`src/rtl/fetch_ctrl.sv`:
```
// fetch_ctrl: instruction-fetch sequencing controller.
//   Owns the fetch PC and issues one-outstanding req/ack reads to
//   instruction memory. Fetched words go into a 2-entry buffer toward decode.
//   Redirects from execute flush that buffer and squash any wrong-path
//   request that is still in flight.
// Ports:
//   clk, rst                   clock, synchronous active-high reset
//   PCSrc_E, PCTarget_E,       redirect select (01 target, 10 jalr,
//   PCJALR_E                   00/11 sequential) and the two redirect targets
//   Stall_D                    decode cannot accept the buffer head this cycle
//   imem_req, imem_addr        memory read request and its address
//   imem_ack, imem_rdata       read completion and returned instruction
//   Valid_F, Instr_F, PC_F,    buffer head toward decode (registered storage)
//   PCPlus4_F
module fetch_ctrl #(
  parameter logic [31:0] RESET_PC   = 32'h0000_0000,
  parameter int          FIFO_DEPTH = 2
) (
  input  logic        clk,
  input  logic        rst,
  input  logic [1:0]  PCSrc_E,
  input  logic [31:0] PCTarget_E,
  input  logic [31:0] PCJALR_E,
  input  logic        Stall_D,
  output logic        imem_req,
  output logic [31:0] imem_addr,
  input  logic        imem_ack,
  input  logic [31:0] imem_rdata,
  output logic        Valid_F,
  output logic [31:0] Instr_F,
  output logic [31:0] PC_F,
  output logic [31:0] PCPlus4_F
);

  typedef enum logic [1:0] {
    S_IDLE  = 2'd0,  // no request outstanding
    S_WAIT  = 2'd1,  // request to fetch_pc outstanding
    S_DRAIN = 2'd2   // wrong-path request outstanding, data will be dropped
  } state_t;

  state_t      state_q, state_d;
  logic [31:0] fetch_pc_q, fetch_pc_d;
  logic [31:0] drain_addr_q, drain_addr_d;
  logic [1:0]  count_q, count_d;
  logic        rd_ptr_q, rd_ptr_d;
  logic        wr_ptr_q, wr_ptr_d;

  logic [31:0] fifo_instr_q [FIFO_DEPTH];
  logic [31:0] fifo_pc_q    [FIFO_DEPTH];

  logic        redirect;
  logic [31:0] tgt;
  logic        head_valid;
  logic        pop;
  logic        space;
  logic        push;
  logic        req_int;

  assign redirect = (PCSrc_E == 2'b01) || (PCSrc_E == 2'b10);
  assign tgt      = (PCSrc_E == 2'b10) ? PCJALR_E : PCTarget_E;

  // Head is hidden during reset so decode never sees stale entries.
  assign head_valid = (count_q != 2'd0) && !rst;
  assign pop        = head_valid && !Stall_D;
  // A pop this cycle frees a slot in time for a same-cycle push.
  assign space      = (count_q < 2'(FIFO_DEPTH)) || pop;

  // Fetch FSM: next state, request and push decision.
  always_comb begin
    state_d      = state_q;
    fetch_pc_d   = fetch_pc_q;
    drain_addr_d = drain_addr_q;
    req_int      = 1'b0;
    imem_addr    = fetch_pc_q;
    push         = 1'b0;
    case (state_q)
      S_IDLE: begin
        req_int = space && !redirect;
        if (redirect) begin
          fetch_pc_d = tgt;
        end else if (space) begin
          if (imem_ack) begin
            push       = 1'b1;
            fetch_pc_d = fetch_pc_q + 32'd4;
          end else begin
            state_d = S_WAIT;
          end
        end
      end
      S_WAIT: begin
        req_int = 1'b1;
        if (redirect) begin
          fetch_pc_d = tgt;
          if (imem_ack) begin
            state_d = S_IDLE;
          end else begin
            // Keep presenting the old address until memory completes it.
            drain_addr_d = fetch_pc_q;
            state_d      = S_DRAIN;
          end
        end else if (imem_ack) begin
          push       = 1'b1;
          fetch_pc_d = fetch_pc_q + 32'd4;
          state_d    = S_IDLE;
        end
      end
      S_DRAIN: begin
        req_int   = 1'b1;
        imem_addr = drain_addr_q;
        if (redirect) begin
          fetch_pc_d = tgt;
        end
        if (imem_ack) begin
          state_d = S_IDLE;
        end
      end
      default: begin
        state_d = S_IDLE;
      end
    endcase
    imem_req = req_int && !rst;
  end

  // Buffer bookkeeping; a redirect empties the buffer outright.
  always_comb begin
    count_d  = count_q;
    rd_ptr_d = rd_ptr_q;
    wr_ptr_d = wr_ptr_q;
    if (redirect) begin
      count_d  = 2'd0;
      rd_ptr_d = 1'b0;
      wr_ptr_d = 1'b0;
    end else begin
      count_d = count_q + 2'(push) - 2'(pop);
      if (push) begin
        wr_ptr_d = wr_ptr_q + 1'b1;
      end
      if (pop) begin
        rd_ptr_d = rd_ptr_q + 1'b1;
      end
    end
  end

  always_ff @(posedge clk) begin
    if (rst) begin
      state_q      <= S_IDLE;
      fetch_pc_q   <= RESET_PC;
      drain_addr_q <= RESET_PC;
      count_q      <= 2'd0;
      rd_ptr_q     <= 1'b0;
      wr_ptr_q     <= 1'b0;
    end else begin
      state_q      <= state_d;
      fetch_pc_q   <= fetch_pc_d;
      drain_addr_q <= drain_addr_d;
      count_q      <= count_d;
      rd_ptr_q     <= rd_ptr_d;
      wr_ptr_q     <= wr_ptr_d;
    end
  end

  // Storage needs no reset: entries are only visible once counted.
  always_ff @(posedge clk) begin
    if (push && !rst) begin
      fifo_instr_q[wr_ptr_q] <= imem_rdata;
      fifo_pc_q[wr_ptr_q]    <= fetch_pc_q;
    end
  end

  assign Valid_F   = head_valid;
  assign Instr_F   = fifo_instr_q[rd_ptr_q];
  assign PC_F      = fifo_pc_q[rd_ptr_q];
  assign PCPlus4_F = fifo_pc_q[rd_ptr_q] + 32'd4;

endmodule

```
`config.mk`:
```
export PLATFORM = sky130hd
export DESIGN_NAME = fetch_ctrl
export DESIGN_NICKNAME = d
export VERILOG_FILES = /design/src/rtl/fetch_ctrl.sv
export SDC_FILE = /design/constraint.sdc
export NUM_CORES = 1
export LEC_CHECK = 0
export CORE_MARGIN = 2
export CORE_UTILIZATION = 54
export DETAILED_ROUTE_END_ITERATION = 8
export PLACE_DENSITY_LB_ADDON = 0.08
export SYNTH_ARGS = -nofsm -noshare
export SYNTH_HDL_FRONTEND = slang
export SYNTH_SLANG_ARGS = --single-unit
export TNS_END_PERCENT = 10
```
`constraint.sdc`:
```
create_clock -name clk -period 12.48 [get_ports clk]
set_input_delay 3.744 -clock clk [delete_from_list [all_inputs] [get_ports clk]]
set_output_delay 3.744 -clock clk [all_outputs]
set_load 0.03 [all_outputs]
```
==> out/results.ini, run 1 <==
[status]
outcome=finished, final reports clean

[floorplan]
io_pins=232
die_h_microns=138
die_area_sq_um=19100
start_util=0.546
rows=49
core_area_sq_um=17800
die_x_microns=138

[finish]
postLayoutCoreUtil=0.712
final_layout_size_suffix_gt1_frac=0.137
fillCellCount=1329
nets=1198
syn_to_final_growth_pct=30.4
antennaDiodeCount=0

[critical_path]
timing.rr.start=state_q[0]
rrSetupSlack_ps=9840
worst_r2r_path_depth=8
cp.arrival_ps=5730
timing.rr.end=fetch_pc_q[25]
crit_type=input port to primary output
cp_data_required_time_ps=8740
cp-end-kind=primary output
start_kind=input port
cp_max_fo=74

[logic_synthesis]
synthCells=886
yosysWarnings=0
synth_ff_type=edfxtp_1
synthArstFlopShare=0
synth_top_area_cell=edfxtp_1
syn_nets=997
syn_area_per_cell_sq_um=11.0
synth.distinct_cells=67
yosysMostFrequentCell=edfxtp_1
synthTopCellsByArea=edfxtp_1 39%, dfxtp_1 15%, mux2_2 9.9%, nand2_1 4.8%, mux2i_1 4.0%
synthDominantCellAreaShare=0.395
yosysSeqAreaShare=0.541
ys_ff_latch=199
synth_area_sq_um=9730
synth_edf_count=128
yosys-top-cells-count=128 x edfxtp_1, 124 x nand2_1, 86 x mux2_2

[detailed_routing]
antenna_left=0
drt_iter0_drc=591
drc=0
dr.pass1.iters=5
wl_per_cell_microns=17.1
wirelength_microns=22700
viasPerCell=5.62
dr_total_vias=7467

[timing]
finalSetupViolCount=0
finalHoldViolCount=0
tns_ps=0
max_freq_mhz=106
final_max_slew_viol_count=0
rsz0062_at_grt=no
worst_pin_slew_ps=1030
min_period_ps=9470
skew_ps=12.3
holdWs_ps=456
layout_setup_ws_ps=3010
period_share=0.759
max-slew-margin-rel=0.314

[hold_path]
hold_end=drain_addr_q[6]
hp-class=flip-flop to flip-flop
min_from=drain_addr_q[6]
whs_path_depth=2

[global_routing]
antenna_found_initial=0
grt_pass1_wl_microns=36900
gr-total-overflow=0
grt_usage=0.238
grt_start_max_net_pins=75
grt_pass1_vias=7194

[power]
powerDensity_nw_per_um2=123
ir_drop_v=0.000102
totalPowerFinal_mw=1.56
leakage_nw=4.33

[clocking]
cts_sinks=199
ctsHoldBuffers=0
postCtsSetupRepairBufs=0
h-tree-depth=4
cts_resized=0
clock_path_buffers=2
clkTransAtPathRegs_ps=70
cts_buffers=17
clkLatencyLatePin_ps=430
cts_tree=built
cts_root_buffer=clkbuf_16

[place]
dp_hpwl_microns=15600
gp_congestion=0.851
dp_slack_ps=3040
numPortBuffers=231

[job]
cap_violations=0

==> stage by stage <==
step	cells	cell area, sq um
6_report	1328	12700
2_1_floorplan	886	9730
3_5_place_dp	1297	12100
5_1_grt	1328	12700
4_1_cts	1328	12700
3_3_place_gp	1297	12100
==> worst max-delay path, stage by stage <==
cell             delay, ps
buf_2                   80
buf_4                  600
o21ai_0                360
a31oi_1                250
nor3_1                  60
clkdlybuf4s50_1        630
==> worst max path at each step <==
| stage | startpoint | endpoint | slack, ps |
|---|---|---|---|
| final | rst | imem_req | 3010 |
| after detailed placement | rst | imem_req | 3040 |
| after global routing | rst | imem_req | 2890 |
| after global placement | rst | imem_req | 3010 |
| after CTS | rst | imem_req | 3020 |
| after floorplan | rst | imem_req | 3730 |
==> report_power, final <==
part | internal (mW) | total (mW) | switching, mW | leakage, nW
Sequential | 0.730 | 0.764 | 0.0341 | 1.76
Combinational | 0.121 | 0.265 | 0.144 | 2.30
Clock | 0.280 | 0.530 | 0.250 | 0.272
Total | 1.13 | 1.56 | 0.428 | 4.33
==> cells by family after synthesis <==
logic type / count (synthesis) / share of synthesized area
and+or+nand+nor: 290 / 0.148
DFF: 199 / 0.541
AOI/OAI and AO/OA: 153 / 0.0934
muxes: 125 / 0.140
buffers and inverters: 78 / 0.0380
xor gates and xnor gates: 32 / 0.0288
adders and majority gates: 9 / 0.0116
==> sequential cells by signal, indices dropped and copies added (netlist names), named ones only <==
name          flops
fifo_instr_q     64
fetch_pc_q       32
count_q           2
drain_addr_q     32
fifo_pc_q        64
state_q           2
rd_ptr_q          1
wr_ptr_q          1
==> cells in the final DEF, fill, tap and decap left out, types with 6 or more instances in the layout <==
cell type and count:
and2_1 6, mux2i_1 39, nor4_1 7, a211oi_1 8, clkbuf_16 17, a31oi_1 9
mux2_2 86, dfxtp_1 70, nor3_1 29, edfxtp_1 128, nand2_1 124, xnor2_1 22
nor2_1 43, o21ai_0 34, xor2_1 10, inv_1 19, a21oi_1 69, buf_4 10
clkdlybuf4s50_1 230, ha_1 8, nand4_1 13, nand3_1 25
==> metal layers <==
layer / up-vias / part of all wire / GRT usage
met5: - / 0 / 0
met4: 0 / 0.011 / 0.0687
met3: 21 / 0.064 / 0.0440
met2: 283 / 0.48 / 0.384
met1: 3519 / 0.44 / 0.332
li1: 3644 / - / -
==> final cells by class <==
type                    instances  area (sq um)  area share
multi-input cells             609          4120       0.324
repair buffers                241          2380       0.188
clock inverters                14           145      0.0114
inverters                      19          71.3     0.00562
well taps                     229           287      0.0226
clock buffers                  17           425      0.0335
flip-flops and latches        199          5270       0.415
(Power assumes the default switching activity.)
==> run 2: changes to the inputs <==
- CORE_UTILIZATION: 54 -> 50
- clock period: 12.48 -> 9.5 ns (I/O delays scaled with it)
==> run 2 against run 1 <==
Against the previous run:
- wire length increased by 1.8%
- register-to-register slack got worse by 2900 ps
- first-iteration DRC count decreased by 6.3%
- cell area increased by 0.49%
- largest cell class unchanged
==> out/results.ini, run 2 (synthesized netlist as in run 1, its figures left out) <==
[critical_path]
cpMaxStageDelayCell=clkdlybuf4s50_1
path_delay_family=buffers and inverters
cp.arrival_ps=4770
crit_type=input port to primary output
cp-end-kind=primary output
timing.rr.end=fetch_pc_q[25]
path_cells=clkdlybuf4s50_1, inv_1, ha_2, a31oi_1, nor3_1, clkdlybuf4s50_1
timing.rr.start=state_q[0]
cp_max_fo=12
cp_common_cell=clkdlybuf4s50_1
max_stage_delay_ps=700
start_kind=input port
cp_data_required_time_ps=6650
rrSetupSlack_ps=6900
critPathBufInv=3
worst_r2r_path_depth=8

[finish]
layout_common_cells=230 x clkdlybuf4s50_1, 128 x edfxtp_1, 124 x nand2_1
final_common_cell=clkdlybuf4s50_1
final_layout_size_suffix_gt1_frac=0.137
regArea_sq_um=5270
nets=1198
fillCellCount=1586
antennaDiodeCount=0
postLayoutCoreUtil=0.662
top_regs=fifo_instr_q x64, fifo_pc_q x64
syn_to_final_growth_pct=31.1
multi_input_area_sq_um=4120

[detailed_routing]
dr.pass1.iters=5
antenna_left=0
dr_total_vias=7472
drc=0
drt_iter0_drc=554
viasPerCell=5.48
wl_per_cell_microns=16.9
wirelength_microns=23100

[power]
internal_power_mw=1.51
pwr-share-comb=0.168
ir_drop_v=0.000137
powerDensity_nw_per_um2=163
p_switching_mw=0.562
switching_share=0.271
leakage_nw=4.35
clkPwrFrac=0.348
p_seq_frac=0.484

[floorplan]
rows=51
die_x_microns=144
die_h_microns=144
core_area_sq_um=19300
start_util=0.505
die_area_sq_um=20600
io_pins=232

[clocking]
clock_path_buffers=2
postCtsSetupRepairBufs=0
clkTransAtPathRegs_ps=70
cts_root_buffer=clkbuf_16
cts_resized=0
cts_tree=built
clkLatencyLatePin_ps=430
h-tree-depth=4
cts_buffers=17
cts_sinks=199
ctsHoldBuffers=0

[timing]
finalSetupViolCount=0
period_share=0.802
worst_pin_slew_ps=1070
finalHoldViolCount=0
max-slew-margin-rel=0.287
min_period_ps=7620
max_freq_mhz=131
tns_ps=0
final_max_slew_viol_count=0
rsz0062_at_grt=no
skew_ps=9.22

[global_routing]
grt_pass1_vias=7242
grt_usage=0.226
gr-total-overflow=0
antenna_found_initial=0
grt_pass1_wl_microns=36500
grt_start_max_net_pins=74

[place]
gp_congestion=0.829
numPortBuffers=231
dp_hpwl_microns=15700

[hold_path]
hold_end=drain_addr_q[8]
min_from=drain_addr_q[8]
whs_path_depth=2
hp-class=flip-flop to flip-flop

[job]
cap_violations=0

[status]
outcome=finished, final reports clean

run 2: cell types whose count changed in the layout (fill, tap and decap cells not counted), sizes merged:
cell	change
inv	+2
clkinvlp	-2
clkinv	-1
bufinv	+1
run 2: final cells by class:
class,count,share of cell area
timing repair buffer,241,0.187
tap,265,0.0260
sequential,199,0.413
multi-input combinational,609,0.323
clock inverter,14,0.0127
inverter,19,0.00559
clock buffer,17,0.0333
run 2: power by group through the flow:
stage                     registers (mW)  logic [mW]  clock network, mW
final                               1.00       0.348              0.721
after global routing                1.01       0.374              0.769
after CTS                           1.00       0.350              0.734
after detailed placement            1.02       0.348                  0
after global placement              1.02       0.346                  0
after floorplan                     1.00       0.215                  0
run 2: layer usage:
metal,global-route usage,vias up,wire length (microns)
li1,-,3650,-
met1,0.308,3520,10400
met2,0.366,279,10800
met3,0.0457,23,1630
met4,0.0645,0,268
met5,0,-,0
run 2: worst max-delay path by stage:
stage	from	to	cells after the start
6_report	PCSrc_E[0]	imem_req	6
4_1_cts	PCSrc_E[0]	imem_req	6
3_5_place_dp	PCSrc_E[0]	imem_req	6
3_3_place_gp	PCSrc_E[0]	imem_req	6
5_1_grt	PCSrc_E[0]	imem_req	6
2_1_floorplan	rst	imem_req	4
run 2: per-stage QoR:
stage / power, mW / setup WS [ps] / cells / hold WS [ps] / cell area (sq um)
after CTS: 2.09 / 1860 / 1364 / 454 / 12800
after global routing: 2.15 / 1760 / 1364 / 469 / 12800
after detailed placement: 1.37 / 1900 / 1333 / 444 / 12200
final: 2.07 / 1880 / 1364 / 454 / 12800
after global placement: 1.37 / 1890 / 1333 / 438 / 12200
after floorplan: 1.22 / 2530 / 886 / 425 / 9730
run 2: worst reg2reg max path, delay by kind of cell, from the launching register on:
kind | cells | cell delay (ps)
adders and majority gates | 1 | 240
and+or+nand+nor | 3 | 1020
DFF | 1 | 390
AOI/OAI and AO/OA | 1 | 170
buffers and inverters | 3 | 690
==> run 3: changes to the inputs <==
- CORE_UTILIZATION: 50 -> 45
- clock period: 9.5 -> 6.6 ns (I/O delays scaled with it)
==> run 3 against run 2 <==
Against the previous run:
- non-clock buffer count is the same
- sequential power grew 45%
- sequential share of layout area is essentially flat
- clock skew grew 9.4 ps
- count of clock-buffer cells in the layout grew 2
- critical path type unchanged
- critical endpoint unchanged
- largest cell class unchanged
==> out/results.ini, run 3 (synthesized netlist as in run 1, its figures left out) <==
[finish]
nets=1198
final_layout_size_suffix_gt1_frac=0.138
antennaDiodeCount=0
top_regs=fifo_instr_q x64, fifo_pc_q x64
final_common_cell=clkdlybuf4s50_1
fillCellCount=1822
syn_to_final_growth_pct=31.1
layout_common_cells=230 x clkdlybuf4s50_1, 128 x edfxtp_1, 124 x nand2_1

[detailed_routing]
antenna_left=0
drt_iter0_drc=515
wl_per_cell_microns=17.4
dr_total_vias=7393
wirelength_microns=23900
dr.pass1.iters=4
viasPerCell=5.38
drc=0

[timing]
worst_pin_slew_ps=1090
min_period_ps=5890
finalSetupViolCount=0
final_max_slew_viol_count=0
skew_ps=18.7
rsz0062_at_grt=no
period_share=0.892
max-slew-margin-rel=0.270
finalHoldViolCount=0
max_freq_mhz=170
tns_ps=0

[critical_path]
cp_max_fo=12
cp-end-kind=primary output
path_cells=clkdlybuf4s50_1, inv_1, ha_2, a31oi_1, nor3_1, clkdlybuf4s50_1
cp_common_cell=clkdlybuf4s50_1
cp_data_required_time_ps=4620
crit_type=input port to primary output
start_kind=input port
cpMaxStageDelayCell=clkdlybuf4s50_1
max_stage_delay_ps=700
cp.arrival_ps=3910

[status]
outcome=finished, final reports clean

[floorplan]
die_area_sq_um=22800
die_x_microns=151
io_pins=232
die_h_microns=151
rows=53
core_area_sq_um=21200
start_util=0.460

[clocking]
ctsHoldBuffers=0
postCtsSetupRepairBufs=0
h-tree-depth=4
clock_path_buffers=2
cts_tree=built
cts_sinks=199
cts_resized=0
clkLatencyLatePin_ps=440
cts_buffers=17
cts_root_buffer=clkbuf_16
clkTransAtPathRegs_ps=80

[global_routing]
grt_usage=0.207
antenna_found_initial=0
grt_pass1_wl_microns=36700
grt_start_max_net_pins=74
grt_pass1_vias=7027
gr-total-overflow=0

[power]
totalPowerFinal_mw=2.97
powerDensity_nw_per_um2=233
ir_drop_v=0.000164
leakage_nw=4.35

[hold_path]
hp-class=flip-flop to flip-flop

[place]
gp_congestion=0.811
dp_hpwl_microns=16400
numPortBuffers=231

[job]
cap_violations=0

-- run 3: cell types whose count changed in the layout (fill, tap and decap cells not counted) --
cell / change
clkbuf_1: +1
clkinv_8: +1
clkinvlp_2: -1
clkinv_1: -1
bufinv_16: -2
inv_6: +5
inv_8: -1
clkinv_4: -2
clkbuf_16: +1
-- run 3: critical path: cells and delay by family --
family | cells | cell delay (ps)
adder cells (fa/ha/maj) | 1 | 450
AND/OR/NAND/NOR | 1 | 170
AO/OA/AOI/OAI | 1 | 120
buffers and inverters | 3 | 1190
-- run 3: per-stage QoR --
step / setup slack (ps) / std cells / area (sq um) / util / hold WS (ps)
2_1_floorplan: 566 / 886 / 9730 / - / 425
3_3_place_gp: 717 / 1343 / 12200 / 0.576 / 438
3_5_place_dp: 725 / 1343 / 12200 / 0.576 / 445
4_1_cts: 696 / 1375 / 12800 / 0.603 / 457
5_1_grt: 535 / 1375 / 12800 / 0.603 / 474
6_report: 710 / 1375 / 12800 / 0.603 / 455
-- run 3: path summary, 6_finish.rpt --
kind,startpoint,endpoint,slack [ps],depth (start not counted)
worst max-delay path,PCSrc_E[0],imem_req,710,6
worst max register to register,state_q[0],fetch_pc_q[18],3870,8
worst min register to register,drain_addr_q[12],drain_addr_q[12],450,2
worst min-delay path,drain_addr_q[12],drain_addr_q[12],450,2
-- run 3: per-layer routing --
| layer | GRT usage | wire length (microns) | vias up |
|---|---|---|---|
| li1 | - | - | 3636 |
| met1 | 0.279 | 10600 | 3491 |
| met2 | 0.337 | 11200 | 247 |
| met3 | 0.0482 | 1810 | 19 |
| met4 | 0.0551 | 229 | 0 |
| met5 | 0 | 0 | - |
-- run 3: cell type report --
| class | instances | area [sq um] | share of cell area |
|---|---|---|---|
| clock buffer | 19 | 454 | 0.0356 |
| clock inverter | 13 | 125 | 0.00980 |
| inverter | 19 | 71.3 | 0.00559 |
| multi-input combinational | 609 | 4120 | 0.323 |
| sequential | 199 | 5270 | 0.413 |
| tap | 275 | 344 | 0.0270 |
| timing repair buffer | 241 | 2380 | 0.187 |
-- run 3: power breakdown --
part	leakage (nW)	total [mW]	switching (mW)	internal, mW
Combinational	2.30	0.503	0.275	0.228
Clock	0.288	1.02	0.496	0.526
Sequential	1.76	1.45	0.0663	1.38
